### config.mk
export PLATFORM = sky130hd
export DESIGN_NAME = flipflop_bank
export DESIGN_NICKNAME = d
export VERILOG_FILES = /design/src/rtl/flipflop_bank.sv
export SDC_FILE = /design/constraint.sdc
export NUM_CORES = 1
export LEC_CHECK = 0
export ABC_AREA = 0
export BUFFER_PORTS_ARGS = -buffer_cell sky130_fd_sc_hd__clkbuf_2
export CAP_MARGIN = 0
export CORE_MARGIN = 2
export CORE_UTILIZATION = 52
export CTS_CLUSTER_DIAMETER = 200
export CTS_CLUSTER_SIZE = 12
export DETAILED_ROUTE_END_ITERATION = 12
export GPL_ROUTABILITY_DRIVEN = 1
export PLACE_DENSITY_LB_ADDON = 0.15
export SLEW_MARGIN = 40
export SYNTH_ARGS = -nofsm -noshare
export SYNTH_HDL_FRONTEND = slang
export SYNTH_SLANG_ARGS = --single-unit
export TNS_END_PERCENT = 1
### constraint.sdc
create_clock -name clk -period 2.37 [get_ports clk]
set_input_delay 0.1185 -clock clk [delete_from_list [all_inputs] [get_ports clk]]
set_output_delay 0.1185 -clock clk [all_outputs]
set_load 0.05 [all_outputs]
### src/rtl/flipflop_bank.sv
// Bank of WIDTH independent single-bit channels. At run time each channel
// behaves as a D, JK, T or SR flip-flop, with change pulses, an activity counter and error flags.
module flipflop_bank #(
  parameter int               WIDTH     = 8,
  parameter logic [WIDTH-1:0] RESET_VAL = '0,
  parameter int               CNT_W     = 8
) (
  input  logic                 clk,
  input  logic                 reset,
  input  logic                 en,
  input  logic                 sclr,
  input  logic [WIDTH-1:0]     a,
  input  logic [WIDTH-1:0]     b,
  input  logic                 mode_we,
  input  logic [2*WIDTH-1:0]   mode_wdata,
  output logic [WIDTH-1:0]     q,
  output logic [2*WIDTH-1:0]   mode,
  output logic [WIDTH-1:0]     changed,
  output logic [CNT_W-1:0]     act_cnt,
  output logic [WIDTH-1:0]     err
);

  typedef enum logic [1:0] {
    MODE_D  = 2'b00,
    MODE_JK = 2'b01,
    MODE_T  = 2'b10,
    MODE_SR = 2'b11
  } ff_mode_e;

  localparam logic [CNT_W-1:0] CNT_MAX = '1;

  logic [WIDTH-1:0] q_next;
  logic [WIDTH-1:0] err_set;
  logic             any_change;

  // NOTE: defaults are assigned before the case so every path drives q_next and err_set, which prevents latch inference.
  always_comb begin
    q_next  = q;
    err_set = '0;
    for (int i = 0; i < WIDTH; i++) begin
      unique case (ff_mode_e'(mode[2*i +: 2]))
        MODE_D:  q_next[i] = a[i];
        MODE_JK: begin
          unique case ({a[i], b[i]})
            2'b10:   q_next[i] = 1'b1;
            2'b01:   q_next[i] = 1'b0;
            2'b11:   q_next[i] = ~q[i];
            default: q_next[i] = q[i];
          endcase
        end
        MODE_T:  q_next[i] = q[i] ^ a[i];
        MODE_SR: begin
          unique case ({a[i], b[i]})
            2'b10:   q_next[i] = 1'b1;
            2'b01:   q_next[i] = 1'b0;
            2'b11:   err_set[i] = 1'b1;  // illegal S=R=1: q holds, the error is flagged
            default: q_next[i] = q[i];
          endcase
        end
        default: q_next[i] = q[i];
      endcase
    end
  end

  assign any_change = (q_next != q);

  // NOTE: sequential state uses non-blocking assignments, so every register samples the values from before the edge.
  always_ff @(posedge clk or negedge reset) begin
    if (!reset) begin
      q       <= RESET_VAL;
      mode    <= '0;
      changed <= '0;
      act_cnt <= '0;
      err     <= '0;
    end else begin
      // The mode write lands with this edge, but q_next above was built from the old mode.
      if (mode_we) begin
        mode <= mode_wdata;
      end
      if (sclr) begin
        q       <= RESET_VAL;
        changed <= '0;
        act_cnt <= '0;
        err     <= '0;
      end else if (en) begin
        q       <= q_next;
        changed <= q_next ^ q;
        err     <= err | err_set;
        if (any_change && (act_cnt != CNT_MAX)) begin
          act_cnt <= act_cnt + 1'b1;
        end
      end else begin
        changed <= '0;
      end
    end
  end

endmodule

## Word-level counts from Yosys, hierarchy flattened

Index checks and enable logic that the tools add are counted.
Widths: inputs -> output; s select.

| word-level totals | value |
|---|---|
| register bits after elaboration | 48 |
| word-level logic and storage cells | 135 |

| operators by class | value |
|---|---|
| eq/ne operators | 50 |
| bitwise operators | 18 |
| add/sub/neg operators | 1 |
| mux-type cells | 49 |
| reductions and logical operators | 12 |

Operators with widths:

| kind | count |
|---|---|
| $mux 8 | 9 |
| $eq 2x2->1 const B | 32 |
| $eq 2x1->1 const B | 16 |
| $pmux 1 s4 | 8 |
| $pmux 1 s3 | 8 |
| $logic_not 2->1 | 8 |
| $mux 1 | 16 |
| $pmux 1 s2 | 8 |
| $add 8x1->8 const B | 1 |
| $ne 8x8->1 | 1 |
| $ne 8x8->1 const B | 1 |
| $not 1->1 | 8 |
| $or 8x8->8 | 1 |
| $xor 1x1->1 | 8 |
| $xor 8x8->8 | 1 |
| $reduce_bool 2->1 | 2 |
| $reduce_and 2->1 | 1 |
| $logic_and 1x1->1 | 1 |

## Depth between registers and ports, before layout

| logic depth | value |
|---|---|
| word-level depth | 8 |
| gate-level depth with buffers | 10 |
| depth with buffers taken out | 9 |

## Worst setup path after synthesis

No wires, ideal clock.

| timing path | value |
|---|---|
| kind | register to register |
| start point | register q[6] |
| end point | register act_cnt[5] |
| arrival time | 2.212 ns |
| clock period less this slack | 2.337 ns |
| setup time | 0.125 ns |
| path slack | 0.033 ns |
| required time | 2.245 ns |
| cell stages (with the launch flop) | 9 |
| cell sequence | dfrtp_1 buf_4 or3b_1 a21oi_1 a311oi_1 nand4_2 o21ai_2 or3_1 mux2_4 |

| on the way | value |
|---|---|
| word-level cells in the longest chain between the ends | 7 |

Ends and longest elaborated chain:

| item | line | RTL |
|---|---|---|
| from (decl) | 16 | `output logic [WIDTH-1:0] q,` |
| from (signal assigned) | 86 | `q <= q_next;` |
| $not 1->1 | 47 | `2'b11: q_next[i] = ~q[i];` |
| $pmux 1 s3 | 44 | `unique case ({a[i], b[i]})` |
| $pmux 1 s4 | 41 | `unique case (ff_mode_e'(mode[2*i +: 2]))` |
| $ne 8x8->1 (*) | 65 | `assign any_change = (q_next != q);` |
| $logic_and 1x1->1 (*) | 89 | `if (any_change && (act_cnt != CNT_MAX)) begin` |
| $reduce_bool 2->1 (no source line) (*) | - |  |
| $reduce_and 2->1 (no source line) (*) | - |  |
| to (signal assigned) | 90 | `act_cnt <= act_cnt + 1'b1;` |
| to (decl) | 19 | `output logic [CNT_W-1:0] act_cnt,` |

Every way passes the cells marked *; elsewhere a longest branch is shown, timed or not.
A chain may end at the register's enable or synchronous reset.

## Worst setup path after layout

| timing path | value |
|---|---|
| start point | register q[6] |
| end point | register act_cnt[7] |

The elaborated chain is that of the path after synthesis.

==> impl_metrics.yaml <==
run_status:
  status: "completed"
global_routing:
  grt_pass1_vias: 2487
  overflow: 0
  grt_max_degree: 27
  grt_usage: 0.227
  grt_pass1_wl_um: 11300
  antenna_found_initial: 0
power:
  peakVddDrop_mv: 0.306
  switching_share: 0.375
  leakagePower_nw: 1.68
  comb_power_share: 0.291
  p_seq_frac: 0.475
  internal_power_w: 0.00127
  clkPwrFrac: 0.235
  powerDensity_nw_per_um2: 578
  switching_power_w: 0.000761
floorplan:
  coreArea_um2: 5510
  dieArea_um2: 6290
  rows: 27
  initial_core_util: 0.535
  die_w_um: 79.3
  die_h_um: 79.3
  pin_count: 85
layout:
  syn_to_final_growth_pct: 19.1
  fin_nets: 461
  multi_input_area_um2: 1580
  n_antenna_cell: 0
  drive_gt1_frac: 0.285
  seqCellArea_um2: 1200
  nFillCells: 493
drt:
  drt_iter0_markers: 178
  wirelength_um: 6790
  vias: 2686
  route.detailed.drc: 0
  via_per_inst: 5.61
  firstDrtPassIters: 4
  route.antenna.remaining_nets: 0
  post_drt_wl_per_cell_um: 14.2
timing:
  fin_crit_sh: 0.918
  setup_ws_ps: 195
  hold_viol: 0
  fin_hold_ws_ps: 18.9
  rsz0062_at_grt: "no"
  finalMaxSlewViolations: 0
  finalSetupViolCount: 0
  worst_slew_pin_slew_ps: 603
  slew_headroom: 0.598
  skew_ps: 6.33
  period_needed_ps: 2180
  fmax_mhz: 460
  tns_ps: 0
logic_synthesis:
  synthTopCellsByArea: "dfrtp_1 41%, ha_1 7.2%, mux2_2 5.3%, nor2_1 5.0%, a21oi_1 4.8%"
  syn-cell-area_um2: 2950
  synth_top_area_frac: 0.407
  netlist-cell-type-count: 34
  yosysTopAreaCell: "dfrtp_1"
  ys_ff_latch: 48
  synthArstFlopShare: 1.00
  ys_seq_area_frac: 0.407
  yosys.cell_count.top_type: "dfrtp_1"
  postSynthAreaPerCell_um2: 8.96
  ys.flop_type: "dfrtp_1"
  ys_warn_count: 0
  synth_edf_count: 0
  synthCells: 329
  synth_nets: 383
  ys_top_cells_by_count: "48 x dfrtp_1, 39 x nor2_1, 29 x nand2_1"
placed_design:
  place.gp.congestion: 0.825
  preCtsSetupSlack_ps: 208
  numPortBuffers: 84
  hpwl_um: 4890
cts:
  cts_buffers: 5
  cts_root_buf: "clkbuf_8"
  cts_tree: "done"
  clkTransAtPathRegs_ps: 90
  cts_resized: 0
  cts.sinks: 48
  cts_setup_buffers: 0
  h-tree-depth: 2
  clk_latency_ps: 300
  cts_max_path_buffers: 2
  postCtsHoldBufs: 1
worst_setup_path:
  cp_cell_sequence: "or3b_1, a21oi_1, a311oi_1, nand4_2, o21ai_2, buf_4, or4_1, a21oi_1"
  cp_common_cell: "a21oi_1"
  cp.required_ps: 2600
  cp_slowest_cell: "dfrtp_1"
  cp-end-kind: "flop"
  setup.worst_path.class: "reg2reg"
  cp_max_fo: 9
  crit_start: "q[6]"
  startpoint_type: "flop"
  cpPeakStageDelay_ps: 500
  regToRegStartpoint: "q[6]"
  arrival_ps: 2410
min_path:
  worstHoldStart: "mode_wdata[8]"
  hp-class: "in2reg"
run:
  drv_cap: 0
[worst max-delay path, delay by kind of cell (launching register included)]
family | cells | cell delay (ps)
flip-flops | 1 | 500
buffers and inverters | 1 | 150
AO/OA/AOI/OAI | 4 | 450
AND/OR/NAND/NOR | 3 | 1000
[registers in the layout (all words and copies together) (netlist names)]
signal	count
changed	8
mode	16
err	8
q	8
act_cnt	8
[metrics by stage]
| stage | instance area (µm²) | cells | total power, W | util |
|---|---|---|---|---|
| 5_1_grt | 3510 | 479 | 0.00214 | 0.637 |
| 3_3_place_gp | 3420 | 471 | 0.00155 | 0.621 |
| 6_report | 3510 | 479 | 0.00203 | 0.637 |
| 2_1_floorplan | 2950 | 329 | 0.00139 | - |
| 3_5_place_dp | 3420 | 471 | 0.00157 | 0.621 |
| 4_1_cts | 3510 | 479 | 0.00204 | 0.637 |
[routing by layer]
layer	wire, µm	GRT usage
met2	3340	0.377
met5	0	0
met3	329	0.0545
met1	3030	0.299
met4	82	0.0586
[logic make-up after synthesis]
| logic type | count (synthesis) | synth area share |
|---|---|---|
| flops | 48 | 0.407 |
| xor+xnor | 9 | 0.0267 |
| buf+inv | 39 | 0.0556 |
| fa+ha+maj | 17 | 0.0722 |
| simple gates | 107 | 0.169 |
| compound gates | 88 | 0.190 |
| mux | 21 | 0.0789 |
[power groups by stage]
stage	registers, W	clock network [W]	logic, W
floorplan	0.00112	0	0.000271
global placement	0.000973	0	0.000581
detailed placement	0.000977	0	0.000591
CTS	0.000961	0.000486	0.000596
global route	0.000975	0.000521	0.000645
finish	0.000962	0.000476	0.000590
[final timing paths]
path	to	slack, ps	cells past startpoint
min in group asynchronous	mode[4]	340	2
hold reg to reg	err[0]	500	2
hold / removal	mode[8]	20	3
setup / recovery	act_cnt[7]	190	8
setup reg to reg	act_cnt[7]	190	8
max in group asynchronous	act_cnt[2]	1260	3
[cells in the final DEF (no fill, tap or decap), drive strengths merged, types with 2 or more instances in the layout]
master and n:
a21oi 28, a311oi 5, a41oi 8, buf 8
clkbuf 89, dfrtp 48, ha 17, inv 17
mux2 15, mux2i 6, nand2 29, nand2b 9
nand3 2, nand4 4, nor2 39, nor3 12
nor3b 3, o21ai 28, o311ai 8, o31ai 2
o32ai 8, or3 4, or4 2, xnor2 8
[final cells by class]
class	instances	share of cell area
inverter	17	0.0182
tap	72	0.0257
clock inverter	2	0.00357
clock buffer	5	0.0196
timing repair buffer	93	0.140
multi-input combinational	242	0.451
sequential	48	0.342
Power figures use the tool's default switching activity.
